File: config.mk
export PLATFORM = sky130hd
export DESIGN_NAME = regfile_dump
export DESIGN_NICKNAME = d
export VERILOG_FILES = /design/src/rtl/regfile_dump_pkg.sv /design/src/rtl/regfile_dump.sv
export SDC_FILE = /design/constraint.sdc
export NUM_CORES = 1
export LEC_CHECK = 0
export ABC_CLOCK_PERIOD_IN_PS = 2500
export CORE_MARGIN = 1.5
export CORE_UTILIZATION = 45
export DETAILED_ROUTE_END_ITERATION = 10
export GPL_ROUTABILITY_DRIVEN = 0
export PLACE_DENSITY = 0.84
export SYNTH_ARGS = -nofsm -noshare
export SYNTH_HDL_FRONTEND = slang
export SYNTH_SLANG_ARGS = --single-unit
File: constraint.sdc
create_clock -name clk -period 2.5 [get_ports clk]
set_input_delay 0.5 -clock clk [delete_from_list [all_inputs] [get_ports clk]]
set_output_delay 0.5 -clock clk [all_outputs]
set_load 0.005 [all_outputs]
File: src/rtl/regfile_dump_pkg.sv
`default_nettype none
// ============================================================================
// Module   : regfile_dump_pkg
// Purpose  : Shared types and sizes for the register-file debug dumper.
// Contents : dump_state_t (IDLE, HALT, LOAD, SEND, FINISH), NUM_REGS,
//            REG_AW, XLEN, next_idx() helper (index advance mod 32).
// Revision : 1.0 - initial release
// ============================================================================
package regfile_dump_pkg;

  localparam int NUM_REGS = 32;
  localparam int REG_AW   = 5;
  localparam int XLEN     = 32;

  typedef enum logic [2:0] {
    IDLE   = 3'd0,
    HALT   = 3'd1,
    LOAD   = 3'd2,
    SEND   = 3'd3,
    FINISH = 3'd4
  } dump_state_t;

  // Index advance; the natural 5-bit wrap gives the mod-32 behaviour.
  function automatic logic [REG_AW-1:0] next_idx(input logic [REG_AW-1:0] idx);
    return idx + {{(REG_AW-1){1'b0}}, 1'b1};
  endfunction

endpackage
`default_nettype wire

File: src/rtl/regfile_dump.sv
`default_nettype none
// ============================================================================
// Module   : regfile_dump
// Purpose  : Debug reader for the CPU register file. On start it requests a
//            pipeline halt, walks COUNT registers from START_IDX (mod 32)
//            through a dedicated read port and streams {index, value}
//            records over valid/ready, keeping a 32-bit additive checksum.
// Ports    : clk, rst (sync, active-high)
//            start                  - one-cycle dump request (IDLE only)
//            halt_req / halt_ack    - pipeline freeze handshake
//            rf_raddr / rf_rdata    - regfile read port (combinational data)
//            out_valid / out_ready  - record stream handshake
//            out_idx / out_data     - record contents
//            busy, done, checksum   - status
// Revision : 1.0 - initial release
// ============================================================================
module regfile_dump
  import regfile_dump_pkg::*;
#(
  parameter int START_IDX = 0,
  parameter int COUNT     = 32
) (
  input  logic              clk,
  input  logic              rst,
  input  logic              start,
  output logic              halt_req,
  input  logic              halt_ack,
  output logic [REG_AW-1:0] rf_raddr,
  input  logic [XLEN-1:0]   rf_rdata,
  output logic              out_valid,
  input  logic              out_ready,
  output logic [REG_AW-1:0] out_idx,
  output logic [XLEN-1:0]   out_data,
  output logic              busy,
  output logic              done,
  output logic [XLEN-1:0]   checksum
);

  localparam logic [REG_AW-1:0] c_start_idx = REG_AW'(START_IDX);
  // Counter is one bit wider than the index so COUNT=32 is representable.
  localparam logic [REG_AW:0]   c_last_cnt  = (REG_AW+1)'(COUNT - 1);
  localparam logic [REG_AW:0]   c_cnt_one   = (REG_AW+1)'(1);

  dump_state_t       r_state;
  dump_state_t       w_next;
  logic [REG_AW-1:0] r_idx;
  logic [REG_AW:0]   r_cnt;
  logic              w_handshake;
  logic              w_last;

  assign w_handshake = (r_state == SEND) && out_ready;
  assign w_last      = (r_cnt == c_last_cnt);
  assign rf_raddr    = r_idx;

  // --------------------------------------------------------------------------
  // State register
  // --------------------------------------------------------------------------
  always_ff @(posedge clk) begin
    if (rst) begin
      r_state <= IDLE;
    end else begin
      r_state <= w_next;
    end
  end

  // --------------------------------------------------------------------------
  // Next-state logic. halt_ack is only consulted in HALT: a drop later in
  // the dump is a protocol violation that the dump deliberately ignores.
  // --------------------------------------------------------------------------
  always_comb begin
    w_next = r_state;
    case (r_state)
      IDLE:    if (start)    w_next = HALT;
      HALT:    if (halt_ack) w_next = LOAD;
      LOAD:    w_next = SEND;
      SEND:    if (out_ready) w_next = w_last ? FINISH : LOAD;
      FINISH:  w_next = IDLE;
      default: w_next = IDLE;
    endcase
  end

  // --------------------------------------------------------------------------
  // Status outputs are flops loaded from the next state, so they change in
  // the same cycle as the state they describe.
  // --------------------------------------------------------------------------
  always_ff @(posedge clk) begin
    if (rst) begin
      halt_req  <= 1'b0;
      out_valid <= 1'b0;
      busy      <= 1'b0;
      done      <= 1'b0;
    end else begin
      halt_req  <= (w_next != IDLE);
      out_valid <= (w_next == SEND);
      busy      <= (w_next != IDLE);
      done      <= (w_next == FINISH);
    end
  end

  // --------------------------------------------------------------------------
  // Datapath: index walk, record capture, checksum.
  // --------------------------------------------------------------------------
  always_ff @(posedge clk) begin
    if (rst) begin
      r_idx    <= c_start_idx;
      r_cnt    <= '0;
      out_idx  <= '0;
      out_data <= '0;
      checksum <= '0;
    end else begin
      if ((r_state == IDLE) && start) begin
        r_idx    <= c_start_idx;
        r_cnt    <= '0;
        checksum <= '0;
      end
      if (r_state == LOAD) begin
        out_idx  <= r_idx;
        out_data <= rf_rdata;
      end
      if (w_handshake) begin
        checksum <= checksum + out_data;
        r_idx    <= next_idx(r_idx);
        r_cnt    <= r_cnt + c_cnt_one;
      end
    end
  end

endmodule
`default_nettype wire

# After elaboration in Yosys (flattened, before gate mapping)
# Cells that the tools add are included.
totals:
  output_inout_bits: 78
  register_bits: 86
  elab_cells: 34
  input_bits: 37
op_classes:
  n_reduce_logical: 5
  mux: 11
  n_eq_ne: 6
  add_sub_neg: 3
ops:
  columns: ["operator", "n"]
  rows:
  - ["two-way mux 32 bit", 2]
  - ["adder 32 bit", 1]
  - ["two-way mux 3 bit", 4]
  - ["two-way mux 6 bit", 2]
  - ["case mux 3 bit (4 select lines)", 1]
  - ["two-way mux 5 bit", 2]
  - ["equality test 3 x 2 -> 1 bit, second input constant", 3]
  - ["adder 6 x 1 -> 6 bit, second input constant", 1]
  - ["equality test 6 x 5 -> 1 bit, second input constant", 1]
  - ["adder 5 x 1 -> 5 bit, second input constant", 1]
  - ["equality test 3 x 1 -> 1 bit, second input constant", 1]
  - ["equality test 3 bit, second input constant", 1]
  - ["logical NOT 3 bit", 1]
  - ["nonzero test 3 bit", 1]
  - ["logical AND 1 bit", 2]
  - ["nonzero test 2 bit", 1]

# Depth between registers and ports, before layout
logic_depth:
  depth_word: 5
  depth_mapped: 13

# Worst setup path before layout
# Ideal clock, no wire load.
synth_timing:
  path_type: "register to register"
  from: "register out_data[0]"
  to: "register checksum[30]"
  arrival_ns: 2.427
  path_stages_with_launch: 14
  slack_ns: -0.051
  required_time_ns: 2.375
  setup_ns: 0.125
  path_buffers: 0
  synth_period_minus_slack_ns: 2.551
  cell_sequence: "dfxtp_1 -> ha_1 -> inv_1 -> fa_1 -> and2b_1 -> o2111ai_2 -> a21oi_2 -> o2111ai_2 -> nand2_1 -> a311o_1 -> a21oi_2 -> o41ai_2 -> xnor2_1 -> o21ai_1"
synth_via:
  elab_chain_len: 2
synth_lines:
  columns: ["element", "line", "text"]
  rows:
  - ["start, declared", "regfile_dump.sv:33", "output logic [XLEN-1:0] out_data,"]
  - ["start signal, assigned", "regfile_dump.sv:118", "out_data <= rf_rdata;"]
  - ["adder 32 bit", "regfile_dump.sv:121", "checksum <= checksum + out_data;"]
  - ["two-way mux 32 bit", "regfile_dump.sv:120", "if (w_handshake) begin"]
  - ["end signal, assigned", "regfile_dump.sv:121", null]
  - ["end, declared", "regfile_dump.sv:36", "output logic [XLEN-1:0] checksum"]
# No other way between the ends.
# A chain may end at the register's enable or synchronous reset.

# Worst setup path in the final report
layout_timing:
  from: "register checksum[0]"
  to: "register checksum[22]"
layout_via:
  elab_chain_len: 2
layout_lines:
  columns: ["element", "line"]
  rows:
  - ["adder 32 bit", "regfile_dump.sv:121"]
  - ["two-way mux 32 bit", "regfile_dump.sv:120"]
# No other way between the ends.

==> run metrics <==
status=finished with violations; failing checks=setup timing; worst-case clock buffer depth=2; post-synthesis sequential area ratio=0.372; commonest cells after routing, fill and taps aside=clkdlybuf4s50_1 (113), nand2_1 (106), dfxtp_1 (72), a21oi_1 (66), nor2_1 (45); Synth Area in Compound Gates=0.250; Warnings, synthesis=0; Arr. time, crit path=between 2 and 3 ns; f_max=378 MHz; flops & latches, synth=86; hold_ws=around 0.47 ns; Starting Density=0.469; Critical path buffers and inverters=2; Hold/Removal Path Class=reg -> reg; final worst-path cycle share=1.06; CP Capture Type=flop; critical path type=reg -> reg; CP Cell Sequence=ha_4 > inv_2 > fa_2 > and2b_2 > o2111ai_4 > a21oi_2 > o2111ai_2 > nand2_1 > a311o_1 > a21oi_4 > buf_4 > xor2_1 > o21ai_0; post-route setup TNS=-0.423 ns; ANT nets after route=0; Synth Area in XOR/XNOR=0.0606; Site Rows=36; Final setup viols=6; Clock Skew=0.00793 ns; DR pass1 iterations=5; die height=104 µm; Skew-Pair Late Insertion Delay=0.37 ns; unrepaired setup endpoints after global routing=yes; Core Box Area=9860 µm²; Layout Area Growth over Synthesis=46.4%; share of cells above drive strength 1=0.187; Final min period=2.65 ns; simple-gate share of the synthesized area=0.193; routed length per instance=16.5 µm; Final #Nets=between 700 and 800; Synth cell types=57; pwr dens=418 nW/µm²; Post-Synth Adder-Cell Area=0.0936; maximum vdd drop=0.237 mV; max cap viols=0; mux cell area share after synthesis=0; # IOs=around 120; final worst slack=-0.146 ns; commonest non-fill, non-tap cell in the layout=clkdlybuf4s50_1; family with the most delay on the worst path=compound AO/OA/AOI/OAI gates; vias in the first global route=between 4000 and 5000; # diodes=0; initial antenna violation count=0; first-pass GRT wire length=about 22 mm; largest net degree at the start of global routing=44; CP max FO=4; Req. time, crit path=2.75 ns; Synth Instances=between 500 and 600; CTS root buffer=clkbuf_8; CTS tree=yes; Leak=2.58 nW; asr flop ratio synth=0; Worst-Margin Slew=0.790 ns; via/cell ratio=around 5.7; final WL=14.0 mm; via count=around 4800; number of CTS-inserted buffers=9; ys flop type=dfxtp_1; Place WS=-0.196 ns; syn nets=between 600 and 700; mapped cell area=around 4600 µm²; hpwl dp=9.21 mm; largest family of logic cells by synthesized area=compound AO/OA/AOI/OAI gates; Max Slew Vio Count=0; final hold violations=0; initial DRC count=~290; die area=approximately 11000 µm²; total grt overflow=0; max incr delay on CP=0.34 ns; DIE WIDTH=104 µm; Slew HR=0.473; CTS Sinks=86; Worst-path clk slew=roughly 0.090 ns; Final Power=0.00283 W; cts hold-fix bufs=0; Port Buffers=roughly 110; critical path launch point type=flop; average size of a mapped cell=8.11 µm²; DRC viols=0; Slowest-stage cell, CP=dfxtp_2; Max H-tree Level=3; Tot GR Track Use=0.242; number of flops mapped to enable cells by yosys=0
## stage by stage
step | std cells | util | area [µm²]
3_3_place_gp | 820 | 0.613 | 6050
4_1_cts | 839 | 0.655 | 6460
2_1_floorplan | 570 | - | 4620
6_report | 848 | 0.686 | 6770
5_1_grt | 848 | 0.686 | 6770
3_5_place_dp | 820 | 0.613 | 6050
## synth_stat cells (4+ instances only)
cell      number  area [µm²]
a21oi_1       69         345
o21ai_1        7        35.0
xnor2_1       17         149
o21bai_1       7        52.6
a22o_1         4        35.0
inv_1          9        33.8
a21oi_2        4        35.0
ha_1          33         413
nor2_1        49         184
dfxtp_1       86        1720
a31oi_1        7        43.8
xor2_1        15         131
a21o_1        15         113
nand4_1        5        31.3
a22oi_1       16         120
o21ai_0       22         110
nand3_1       13        65.1
nor3_1         6        30.0
nand2_1      106         398
clkbuf_1      23        86.3
## area by class of cell
class | count | area [µm²]
flip-flops and latches | 86 | 1740
inverters | 9 | 33.8
well taps | 133 | 166
clock buffers | 11 | 131
repair buffers | 159 | 1480
multi-input cells | 448 | 3160
clock inverters | 2 | 60.1
fillers | 733 | 3090
## worst reg2reg max path, delay by kind of cell, from the launching register on
kind                     cells  cell delay (ns)
buffers and inverters        2             0.20
flip-flops                   1             0.34
AO/OA/AOI/OAI                6             1.16
adder cells (fa/ha/maj)      2             0.35
XOR/XNOR                     1             0.13
AND/OR/NAND/NOR              2             0.35
## cells by family after synthesis
kind of cell | Yosys count
AND/OR/NAND/NOR | 205
XOR/XNOR | 32
AO/OA/AOI/OAI | 177
buffers and inverters | 36
adder cells (fa/ha/maj) | 34
flip-flops | 86
## path summary, 6_finish.rpt
check,slack [ns],cells after the start,start,end
min,0.47,2,out_idx[0]$_SDFFE_PP0P_,out_idx[0]$_SDFFE_PP0P_
max reg2reg,-0.15,13,checksum[0]$_SDFFE_PP0P_,checksum[22]$_SDFFE_PP0P_
min reg2reg,0.47,2,out_idx[0]$_SDFFE_PP0P_,out_idx[0]$_SDFFE_PP0P_
max,-0.15,13,checksum[0]$_SDFFE_PP0P_,checksum[22]$_SDFFE_PP0P_
## layer usage
layer  routed length [µm]  global-route usage  vias to the layer above
met4                  300              0.0883                        0
met2                 6980               0.426                      197
li1                     -                   -                     2300
met5                    0                   0                        -
met1                 5760               0.287                     2264
met3                  956              0.0551                       36
## sequential cells by signal, indices dropped and copies added (netlist names)
signal / count
checksum: 32
out_data: 32
r_cnt: 6
out_idx: 5
rf_raddr: 5
r_state: 3
busy: 1
done: 1
out_valid: 1
## power by group
group	leakage [nW]	total [W]	switching [W]	internal (W)
logic	1.78	0.000360	0.000178	0.000182
clock network	0.0953	0.00103	0.000486	0.000548
registers	0.702	0.00143	0.0000342	0.00140
total	2.58	0.00283	0.000698	0.00213
## timing repair
item / in CTS / in global routing
gates cloned: 0 / 0
endpoints found under the setup margin: 8 / 12
buffers inserted: 6 / 9
gates resized for setup: 30 / 48
pin swaps: 24 / 21
Note: power is estimated with default switching activity, not from simulation.
